===== src/rtl/mult_seq_ctrl.sv =====
// ---------------------------------------------------------------------------
// mult_seq_ctrl
//   Iterative signed two's-complement multiplier. A single (WIDTH+1)-bit
//   adder is reused for WIDTH cycles to build a 2*WIDTH-bit product.
//   Operands come in over a valid/ready channel. The product leaves over a
//   second valid/ready channel.
//
// Ports
//   CLK_i       clock, rising edge
//   RSTn_i      asynchronous active-low reset
//   CLR_i       synchronous abort: back to IDLE, operation discarded
//   DIN_VLD_i   operand pair valid
//   DIN_RDY_o   controller can accept operands (IDLE only)
//   DIN1_i      multiplicand A, signed
//   DIN2_i      multiplier B, signed
//   DOUT_VLD_o  product valid (DONE)
//   DOUT_RDY_i  consumer accepts product
//   DOUT_o      signed product A*B, held until the next product completes
//   BUSY_o      high while iterating
//
// WIDTH must be at least 3. The low-product shift register is WIDTH-1 bits
// wide, and its shift uses the slice [WIDTH-2:1].
// ---------------------------------------------------------------------------
module mult_seq_ctrl #(
  parameter int WIDTH = 32
) (
  input  logic                 CLK_i,
  input  logic                 RSTn_i,
  input  logic                 CLR_i,
  input  logic                 DIN_VLD_i,
  output logic                 DIN_RDY_o,
  input  logic [WIDTH-1:0]     DIN1_i,
  input  logic [WIDTH-1:0]     DIN2_i,
  output logic                 DOUT_VLD_o,
  input  logic                 DOUT_RDY_i,
  output logic [2*WIDTH-1:0]   DOUT_o,
  output logic                 BUSY_o
);

  localparam int CW = (WIDTH > 1) ? $clog2(WIDTH) : 1;
  localparam logic [CW-1:0] LAST_STEP = CW'(WIDTH - 1);

  typedef enum logic [1:0] {
    S_IDLE = 2'd0,
    S_BUSY = 2'd1,
    S_DONE = 2'd2
  } state_t;

  state_t r_state;
  state_t w_next;

  logic               w_accept;
  logic               w_step_en;
  logic               w_last;
  logic               w_bit;
  logic               w_cin;
  logic [WIDTH:0]     w_addend;
  logic [WIDTH:0]     w_sum;

  logic [WIDTH-1:0]   r_a;
  logic [WIDTH-1:0]   r_b;       // shifted right each step; bit 0 is B[k]
  logic [WIDTH:0]     r_acc;
  logic [WIDTH-2:0]   r_lo;      // low product bits, filled from the top
  logic [CW-1:0]      r_step;
  logic [2*WIDTH-1:0] r_dout;

  // State register
  always_ff @(posedge CLK_i or negedge RSTn_i) begin
    if (!RSTn_i) begin
      r_state <= S_IDLE;
    end else begin
      r_state <= w_next;
    end
  end

  // Next state and handshake outputs
  always_comb begin
    w_next     = r_state;
    DIN_RDY_o  = 1'b0;
    DOUT_VLD_o = 1'b0;
    BUSY_o     = 1'b0;
    w_accept   = 1'b0;
    w_step_en  = 1'b0;
    case (r_state)
      S_IDLE: begin
        DIN_RDY_o = 1'b1;
        if (DIN_VLD_i) begin
          w_accept = 1'b1;
          w_next   = S_BUSY;
        end
      end
      S_BUSY: begin
        BUSY_o    = 1'b1;
        w_step_en = 1'b1;
        if (w_last) w_next = S_DONE;
      end
      S_DONE: begin
        DOUT_VLD_o = 1'b1;
        if (DOUT_RDY_i) w_next = S_IDLE;
      end
      default: w_next = S_IDLE;
    endcase
    // Abort overrides every transition, including a same-cycle accept.
    if (CLR_i) begin
      w_next    = S_IDLE;
      w_accept  = 1'b0;
      w_step_en = 1'b0;
    end
  end

  // Shared adder. The last step subtracts the sign-weighted partial
  // product (B's MSB has weight -2^(WIDTH-1)). The subtraction is done
  // as inversion plus a carry-in of 1.
  assign w_last   = (r_step == LAST_STEP);
  assign w_bit    = r_b[0];
  assign w_addend = !w_bit ? '0 :
                    w_last ? ~{r_a[WIDTH-1], r_a} : {r_a[WIDTH-1], r_a};
  assign w_cin    = w_last & w_bit;
  assign w_sum    = r_acc + w_addend + {{WIDTH{1'b0}}, w_cin};

  // Datapath registers
  always_ff @(posedge CLK_i or negedge RSTn_i) begin
    if (!RSTn_i) begin
      r_a    <= '0;
      r_b    <= '0;
      r_acc  <= '0;
      r_lo   <= '0;
      r_step <= '0;
      r_dout <= '0;
    end else if (w_accept) begin
      r_a    <= DIN1_i;
      r_b    <= DIN2_i;
      r_acc  <= '0;
      r_lo   <= '0;
      r_step <= '0;
    end else if (w_step_en) begin
      r_b <= r_b >> 1;
      if (w_last) begin
        r_step <= '0;
        r_dout <= {w_sum, r_lo};
      end else begin
        r_step <= r_step + CW'(1);
        r_acc  <= {w_sum[WIDTH], w_sum[WIDTH:1]};
        r_lo   <= {w_sum[0], r_lo[WIDTH-2:1]};
      end
    end
  end

  assign DOUT_o = r_dout;

endmodule

===== config.mk =====
export PLATFORM = sky130hd
export DESIGN_NAME = mult_seq_ctrl
export DESIGN_NICKNAME = d
export VERILOG_FILES = /design/src/rtl/mult_seq_ctrl.sv
export SDC_FILE = /design/constraint.sdc
export NUM_CORES = 1
export LEC_CHECK = 0
export CAP_MARGIN = 10
export CORE_MARGIN = 8
export CORE_UTILIZATION = 30
export CTS_CLUSTER_DIAMETER = 200
export DETAILED_ROUTE_END_ITERATION = 16
export PLACE_DENSITY = 0.54
export SLEW_MARGIN = 15
export SYNTH_ARGS = -nofsm -noshare
export SYNTH_HDL_FRONTEND = slang
export SYNTH_SLANG_ARGS = --single-unit

===== constraint.sdc =====
create_clock -name CLK_i -period 12.81 [get_ports CLK_i]
set_input_delay 1.281 -clock CLK_i [delete_from_list [all_inputs] [get_ports CLK_i]]
set_output_delay 1.281 -clock CLK_i [all_outputs]
set_load 0.01 [all_outputs]

**Word-level counts from Yosys, hierarchy flattened**

Cells that the tools add are included.

- Flip-flop bits (word level): 199
- Output and inout bits: 67
- Bits of input ports: 69

- Reduce and logical (&&, ||, !) cells: 5
- Bitwise operators: 3
- Add/sub/neg operators: 3
- Muxes and demuxes: 25
- Eq/ne operators: 7

Operators by type and width:

| operator | count |
|---|---|
| $mux W33 | 5 |
| $mux W31 | 3 |
| $mux W32 | 2 |
| $add A33 B1 Y33 | 1 |
| $add A33 B33 Y33 | 1 |
| $not A33 Y33 | 1 |
| $mux W5 | 3 |
| $ne A3 B3 Y1 const B | 3 |
| $mux W2 | 4 |
| $mux W1 | 7 |
| $pmux W2 S3 | 1 |
| $reduce_and A3 Y1 | 2 |
| $add A5 B1 Y5 const B | 1 |
| $eq A5 B5 Y1 const B | 1 |
| $eq A2 B1 Y1 const B | 1 |
| $eq A2 B2 Y1 const B | 1 |
| $logic_not A2 Y1 | 1 |
| $ne A2 B2 Y1 const B | 1 |
| $reduce_and A2 Y1 | 1 |
| $reduce_bool A2 Y1 | 1 |
| $and A1 B1 Y1 | 1 |
| $not A1 Y1 | 1 |

**Logic depth before layout (Yosys ltp)**

Gate-level depths: netlist of run 1.

- Word-level depth: 8
- Depth in mapped cells: 16
- Gate-level depth less buffers: 14

**Worst setup path before layout of run 1**

Ideal clock, no wire load.

- Kind: register to register
- From: reg r_step[0]
- To: reg r_dout[49] (netlist: DOUT_o[49])
- Data required time: 12.685 ns
- Setup time: 0.125 ns
- Cell stages (with the launch flop): 16
- Arrival time: 3.960 ns
- Setup slack: 8.725 ns
- Path buffers: 2
- Cell sequence: dfrtp_1 -> ha_1 -> and3_1 -> ha_1 -> clkbuf_1 -> buf_1 -> and2_1 -> fa_1 -> fa_1 -> a21o_1 -> nand4_1 -> or4b_1 -> a21oi_2 -> o21ai_0 -> xor2_1 -> mux2_2

- Word-level cells in the longest chain between the ends: 5
- Elaborated cells on any way between the ends: 7

Ends and longest elaborated chain:

| item | line | text |
|---|---|---|
| from (decl) | 64 | `logic [CW-1:0] r_step;` |
| from (signal assigned) | 142 | `r_step <= r_step + CW'(1);` |
| $eq A5 B5 Y1 * | 114 | `assign w_last = (r_step == LAST_STEP);` |
| $mux W33 | 117 | `w_last ? ~{r_a[WIDTH-1], r_a} : {r_a[WIDTH-1], r_a};` |
| $mux W33 | 116 | `assign w_addend = !w_bit ? '0 :` |
| $add A33 B33 Y33 | 119 | `assign w_sum = r_acc + w_addend + {{WIDTH{1'b0}}, w_cin};` |
| $add A33 B1 Y33 | 119 |  |
| to (signal assigned) | 140 | `r_dout <= {w_sum, r_lo};` |
| to (decl) | 65 | `logic [2*WIDTH-1:0] r_dout;` |

Every way passes the cells marked *; elsewhere a longest branch is shown, timed or not.
A chain may end at the register's enable or synchronous reset.

**Worst setup path after layout of run 1**

- From: reg r_step[0]
- To: reg r_acc[23]

- Word-level cells in the longest chain between the ends: 8
- Elaborated cells on any way between the ends: 11

Ends and longest elaborated chain:

| item | line | text |
|---|---|---|
| $eq A5 B5 Y1 * | 114 |  |
| $mux W33 | 117 |  |
| $mux W33 | 116 |  |
| $add A33 B33 Y33 | 119 |  |
| $add A33 B1 Y33 | 119 |  |
| $mux W33 | 138 | `if (w_last) begin` |
| $mux W33 | 136 | `end else if (w_step_en) begin` |
| $mux W33 | 130 | `end else if (w_accept) begin` |
| to (signal assigned) | 143 | `r_acc <= {w_sum[WIDTH], w_sum[WIDTH:1]};` |
| to (decl) | 62 | `logic [WIDTH:0] r_acc;` |

Every way passes the cells marked *; elsewhere a longest branch is shown, timed or not. The select of a mux whose other input is x is not followed.

==> results of run 1 <==
-- per-layer routing --
metal	track usage (%)	part of all wire, %
met1	20.1	49
met3	3.17	4.3
met2	23.8	46
met4	3.81	0.85
met5	0	0
-- logic make-up after synthesis --
group	share of synthesized area, %
AND/OR/NAND/NOR	24.6
buffers and inverters	3.13
AO/OA/AOI/OAI	13.5
flip-flops	48.8
XOR/XNOR	5.00
multiplexers	0.530
adder cells (fa/ha/maj)	4.46
-- state kept, by name, summed over array words and instances, names as in the netlist --
register,cells
r_a,32
DOUT_o,64
r_b,32
r_acc,32
r_state,2
r_lo,31
r_step,5
-- layout make-up --
class	instances	area, µm²
fillers	3444	20900
well taps	448	561
repair buffers	147	1450
clock inverters	13	166
inverters	11	41.3
clock buffers	19	453
multi-input cells	906	4920
flip-flops and latches	198	4950
-- power by group --
group	total (mW)	internal, mW	switching [mW]
Clock	0.578	0.306	0.272
Sequential	0.739	0.693	0.0462
Combinational	0.380	0.150	0.230
Total	1.70	1.15	0.548
-- metrics by stage --
stage          util, %  power (mW)  hold WS (ps)  instance area (µm²)  setup slack, ps
5_1_grt           37.5        1.81           501                12500             8000
2_1_floorplan        -        1.01           438                10200             8720
6_report          37.5        1.70           473                12500             8280
3_5_place_dp      35.6        1.13           463                11900             8300
3_3_place_gp      35.6        1.13           459                11900             8360
4_1_cts           37.5        1.72           481                12500             8260
-- cell usage in the layout, fill, tap and decap left out, types with 3 or more instances in the layout --
master / n
nand2_1: 386
or4_1: 3
inv_1: 11
a22o_1: 4
o22ai_1: 3
inv_8: 4
a21oi_1: 42
buf_4: 12
a31oi_1: 35
nor2_1: 58
xor2_1: 46
a21o_1: 3
a211oi_1: 7
clkbuf_8: 3
dfrtp_1: 198
ha_1: 32
o21ai_1: 3
clkdlybuf4s50_1: 134
nand2_2: 3
a22oi_1: 4
and2_1: 37
nor3_1: 5
o21bai_1: 5
o31ai_1: 3
nand2b_1: 6
xnor2_1: 12
o31a_1: 3
clkinv_4: 7
o21a_1: 7
nor2b_1: 6
o21ai_0: 69
o311ai_0: 4
clkbuf_16: 17
mux2_2: 3
nand3_1: 60
nand4_1: 14
-- worst max-delay path, stage by stage (launching register included) --
cell and delay (ps):
dfrtp_1 400, ha_1 200, and3_1 160, ha_2 150, buf_4 500, xor2_1 140
and2_1 200, fa_1 450, fa_1 440, a211oi_1 280, nor4_1 100, o31ai_1 560
o41a_1 300, o21bai_2 140, xnor2_1 240, o21ai_0 110
-- path summary, 6_finish.rpt --
kind | end | slack, ps | depth (start not counted)
worst max-delay path | r_acc[23] | 8280 | 15
worst min-delay path | DOUT_o[5] | 470 | 2
worst max register to register | r_acc[23] | 8280 | 15
worst min register to register | DOUT_o[5] | 470 | 2
max in group asynchronous | DOUT_o[14] | 10640 | 2
min in group asynchronous | r_b[4] | 810 | 1
==> run summary, run 1 <==
The flow ran to the end, and the final reports show no timing, DRC or antenna violations. Synthesis inferred 198 register bits. The number of top-level pins is 136, and the number of standard cells in the layout, taps in and fillers out is 1742.

The wire-length estimate of the detail-placed layout is 19000 µm. For this run, design rule violations remaining after detail routing come to 0. Yosys mapped a number of flops with a built-in enable equal to 0. The fraction of post-synthesis cell area in the top cell type by area is 48.8%. The repair_antennas step left the layout with diodes totalling 0.

The startpoint identified for the worst hold timing path is DOUT_o[5]. Post-CTS repair changed the size of 0 cells. Timing would allow up to 221 MHz.

The cell area after synthesis is 10200 µm², and the count of clock tree sinks is 198. Sequential elements use 48.8% of the synthesized area. Global router's overall resource usage: 14.8%.

For the worst setup path, the data required time is 13100 ps. Type of element launching the critical path: a flop. The final-report max-slew violation count was 0.

After synthesis, the mean cell area works out to 8.55 µm². Ranked by total cell area, the synthesized netlist is headed by dfrtp_1 49%, nand2_1 14%, ha_1 4.1%, xor2_1 4.0%, o21ai_0 3.4%. IR analysis of the VDD net gives a maximum drop of 0.0994 mV. Across the run, the number of max-cap violations was 0. The number of global-route vias before repair is 8758, and the number of detailed-route iterations in the first pass is 5. The initial utilization of the core area, before any placement, comes to 30.4%. The floorplan step set the die width to 200 µm.

Clock-pin slew was measured on the worst setup and hold paths at 80 ps. Summed over all cells, the static leakage comes to 5.88 nW. On the final layout, the worst clock skew is 14.0 ps. The setup TNS was 0 ps; the final count of negative-setup-slack endpoints was 0.

The Yosys step of the flow raised 0 warnings. The placement row count was 67; the power density over the cells was 135 nW/µm². After clock tree synthesis, the flow added hold-fix buffers numbering 0. The fraction of layout cells with a size suffix above 1 was 4.79%; the via count was 8411. Measured against its own limit, the worst slew margin works out to 33.5%. In the routed layout, each cell is associated on average with a via count of 4.83. The region available for standard cell placement spans 33400 µm².

Once the clock tree was built, the setup fixing pass inserted 0 buffers. Clock tree synthesis inserted a total of 17 buffers. The total overflow reported by the global router came out at 0. The post-synthesis async set-or-reset flop share is 100%.

The first-pass GRT wire length came out at 47200 µm. The maximum number of pins on one net before global-route repair came out at 86. Leading area contributor after synthesis: dfrtp_1. Counting every net in the synthesized netlist gives 1292. At the pin with the least slew margin, the transition time is 997 ps. The tools report the critical path capture point type as a flop. Sorting the synthesized cells by how often they occur yields 389 x nand2_1, 198 x dfrtp_1, 69 x o21ai_0. The die covers 40000 µm².

The synthesized instance count was 1188. The largest fanout on the critical path was 37. The net count of the finished layout is 1385. At the end of routability-driven placement, the weighted congestion stood at 0.849. Yosys instantiated no cell more often than nand2_1. TritonCTS built the clock tree.

The height of the die came out at 200 µm. Counting along the longest clock path gives a buffer depth of 2. The signal arrival time at the worst endpoint came out at 4830 ps.

The count of placed standard cells including taps is 1710, and the final cycle utilization of the critical path is 35.4%. The tools report the number of hold violations in the final report as 0. The latest clock arrival within the worst-skew pair is 450 ps. The relative area change from synthesis to final layout is 23.5%. The number of antenna violations at the first check in global routing is 0. The buffer type at the clock tree root is clkbuf_16. The worst hold path belongs to the class flop to flop. Once detail routing completed, the nets flagged for antenna violations numbered 0.

Initial DRC count: 421. The time the worst path needs with I/O delays and setup works out to 4530 ps. The worst register-to-register path begins at r_step[0]. In this run the worst setup path begins at r_step[0]. Dominant synthesized flop cell: dfrtp_1. Yosys mapped the design onto 61 distinct sky130hd cell types. Dividing the detail-routed wire length by the instance count gives 16.3 µm.

The deepest level of the CTS H-tree was 4. The critical path is of the flop to flop type. Setup repair after global routing left no endpoint under its margin.

The count of buffers added on input and output ports is 135. The tools report the total routed wirelength as 28300 µm.
No activity file was read; power rests on OpenSTA's default activity.
==> run 2: changes to the inputs <==
clock period = 4.4 ns   (was 12.81 ns; I/O delays follow)
==> run summary, run 2 (synthesis results as in run 1) <==
For the cts-stage hold buffer count, the log shows 0 (unchanged). Class of the most critical setup path: flop to flop. Slew at the pin closest to its max-slew limit: 990 ps (-7.89 ps).

The run gives 198 (unchanged) as the count of clock tree sinks. The width of the die is 200 µm (unchanged), and the clock-pin slew on the worst setup and hold paths is 70 ps (about the same). The run gives 4 (-1) as the number of detailed-route iterations in the first pass. The setup TNS was 0 ps (unchanged); the count of placed standard cells including taps was 1718 (+0.47%). The via count normalized by instance count works out to 4.81 (-0.45%).

The post-route cell area is 12600 µm² (+0.49%). The largest fanout on the critical path was 20 (-46%); the quantity of I/O buffers inserted on ports was 135 (unchanged). The via count is 8412 (+0.012%). Maximum number of pins on one net before global-route repair: 112 (+30%). Leaving out fill and tap cells, the most frequent cell in the layout is nand2_1.

The tools report the placement row count as 67 (unchanged). The worst-case reg-to-reg path depth works out to 14 (-1). TritonCTS built the clock tree. The time the worst path needs with I/O delays and setup is 4170 ps (-356 ps). The reg2reg setup slack was 230 ps (-8050 ps).

The logs give 0 (unchanged) for the number of gates resized after CTS and 0 (unchanged) for the number of antenna repair diodes. The run gives 12000 µm² (+0.50%) as the placed instance area. The latest clock arrival within the worst-skew pair was 440 ps (about the same). The height of the die was 200 µm (unchanged).

The path class of the tightest hold or removal check is input pin to asynchronous set/reset pin. The total overflow reported by the global router was 0 (unchanged). Fraction of layout cells with a size suffix above 1: 5.38% (+0.58 points). The run gives 34.0% (+0.52 points) as the headroom to the max-slew limit. The post-detailed-route DRC marker count is 0 (unchanged). The relative area change from synthesis to final layout works out to 24.1%.

The tools report the critical register-to-register path endpoint as DOUT_o[49]. The post-CTS setup-driven buffer insertion count is 0 (unchanged). The logs give 0 (unchanged) for the final count of negative-setup-slack endpoints and 14.4% (-0.41 points) for the global router's overall resource usage. The run gives 0 (unchanged) as the max-cap check violation count. Number of top-level pins: 136 (unchanged). The share of the core filled with cells is 37.7% (+0.18 points). The area of the die is 40000 µm² (unchanged). The flip-flop count of the largest register after layout was 64 (unchanged); the worst supply voltage drop on vdd was 0.276 mV (+180%). The tools report the core region area as 33400 µm² (unchanged).

The power density over the cells works out to 393 nW/µm² (+190%). The total routed wirelength came out at 28300 µm (-0.11%). The run finished with clean final reports. The final cycle utilization of the critical path is 94.9% (+60 points), and the routed length per instance is 16.2 µm (-0.57%).

The run gives 4720 ps (-8380 ps) as the required time at the worst-slack endpoint. STA classifies the critical path startpoint as a flop. The number of standard cells in the layout, taps in and fillers out came out at 1750 (+0.46%).

The routability-driven placement congestion ratio came out at 0.868 (+2.3%). Leaving out fill and tap cells, the most frequent cells in the layout are 386 x nand2_1, 198 x dfrtp_1, 134 x clkdlybuf4s50_1. The half-perimeter wire length of the detailed placement result was 19800 µm (+4.0%); the initial DRC count was 479 (+14%).

The tools report the number of antenna violations at the first check in global routing as 1 (+1). The run gives 17 (unchanged) as the number of CTS-inserted buffers. The final-report max-slew violation count was 0 (unchanged). The critical path capture point type was a flop. Beginning of the worst register-to-register path: r_step[0]. Clock tree synthesis selected as its root buffer the cell clkbuf_16. For the highest attainable clock frequency, the log shows 240 MHz (+8.5%). The logs give 0 (unchanged) for the number of hold violations in the final report and 14.4 ps (+0.376 ps) for the post-route clock skew. The first-pass GRT wire length came out at 45800 µm (-2.9%). The starting density of the core is 30.4% (unchanged), and the count of nets after finishing is 1393 (+0.58%).

Setup repair after global routing left no endpoint under its margin. The post-route worst hold slack was 126 ps (-347 ps); the deepest level of the CTS H-tree was 4 (unchanged). For the buffer depth of the longest clock path, the log shows 2 (unchanged).

Number of global-route vias before repair: 8562 (-2.2%). The startpoint of the most critical setup path is r_step[0]. The leakage component of the power is 5.92 nW (+0.59%).

For the signal arrival time at the worst endpoint, the log shows 4490 ps (-340 ps). The number of nets with antenna violations after routing was 0 (unchanged).
run 2: cell types whose count changed in the layout (fill, tap and decap cells not counted), sizes merged:
cell      delta
clkinv       -3
bufinv       +1
clkinvlp     +2
buf          +8
run 2: layout make-up:
type                            instances  area (µm²)
Clock buffer                           19         453
Clock inverter                         13         168
Fill cell                            3427       20800
Inverter                               11        41.3
Multi-Input combinational cell        906        4920
Sequential cell                       198        4950
Tap cell                              448         561
Timing Repair Buffer                  155        1510
run 2: through the flow:
step / setup slack [ps] / total power, mW
6_report: 225 / 4.95
3_5_place_dp: 253 / 3.31
3_3_place_gp: 315 / 3.29
2_1_floorplan: 315 / 2.93
5_1_grt: 67.0 / 5.25
4_1_cts: 218 / 5.01
run 2: worst max-delay path: stages (launching register included):
cell and delay [ps]:
dfrtp_1 410, ha_1 230, and3_1 150, ha_2 180, buf_4 240, and2_1 190
fa_1 420, fa_1 450, a21o_1 220, nand4_1 90, or4b_1 500, a21oi_2 370
o21ai_0 180, xor2_1 170, mux2_2 270
run 2: how the worst max path moves through the flow:
stage                       to  slack, ps  depth (start not counted)
floorplan           DOUT_o[49]        310                         15
global placement    DOUT_o[49]        310                         14
detailed placement  DOUT_o[49]        250                         14
CTS                 DOUT_o[49]        220                         14
global route        DOUT_o[49]         70                         14
finish              DOUT_o[49]        230                         14
run 2: layer usage:
layer	vias up	wire length [µm]	track usage (%)
li1	4204	-	-
met1	4032	13900	20.0
met2	154	12700	22.4
met3	20	1370	3.47
met4	2	292	3.43
met5	-	13	0
run 2: report_power, final:
part / internal, mW / total (mW) / switching (mW) / leakage, nW
logic: 0.439 / 1.12 / 0.676 / 3.00
registers: 2.02 / 2.16 / 0.140 / 2.62
clock network: 0.935 / 1.68 / 0.744 / 0.301
==> run 3: changes to the inputs <==
HOLD_SLACK_MARGIN = 0.05   (was default)
==> results of run 3 <==
Final layout, timing and power as in run 2 (identical DEF).
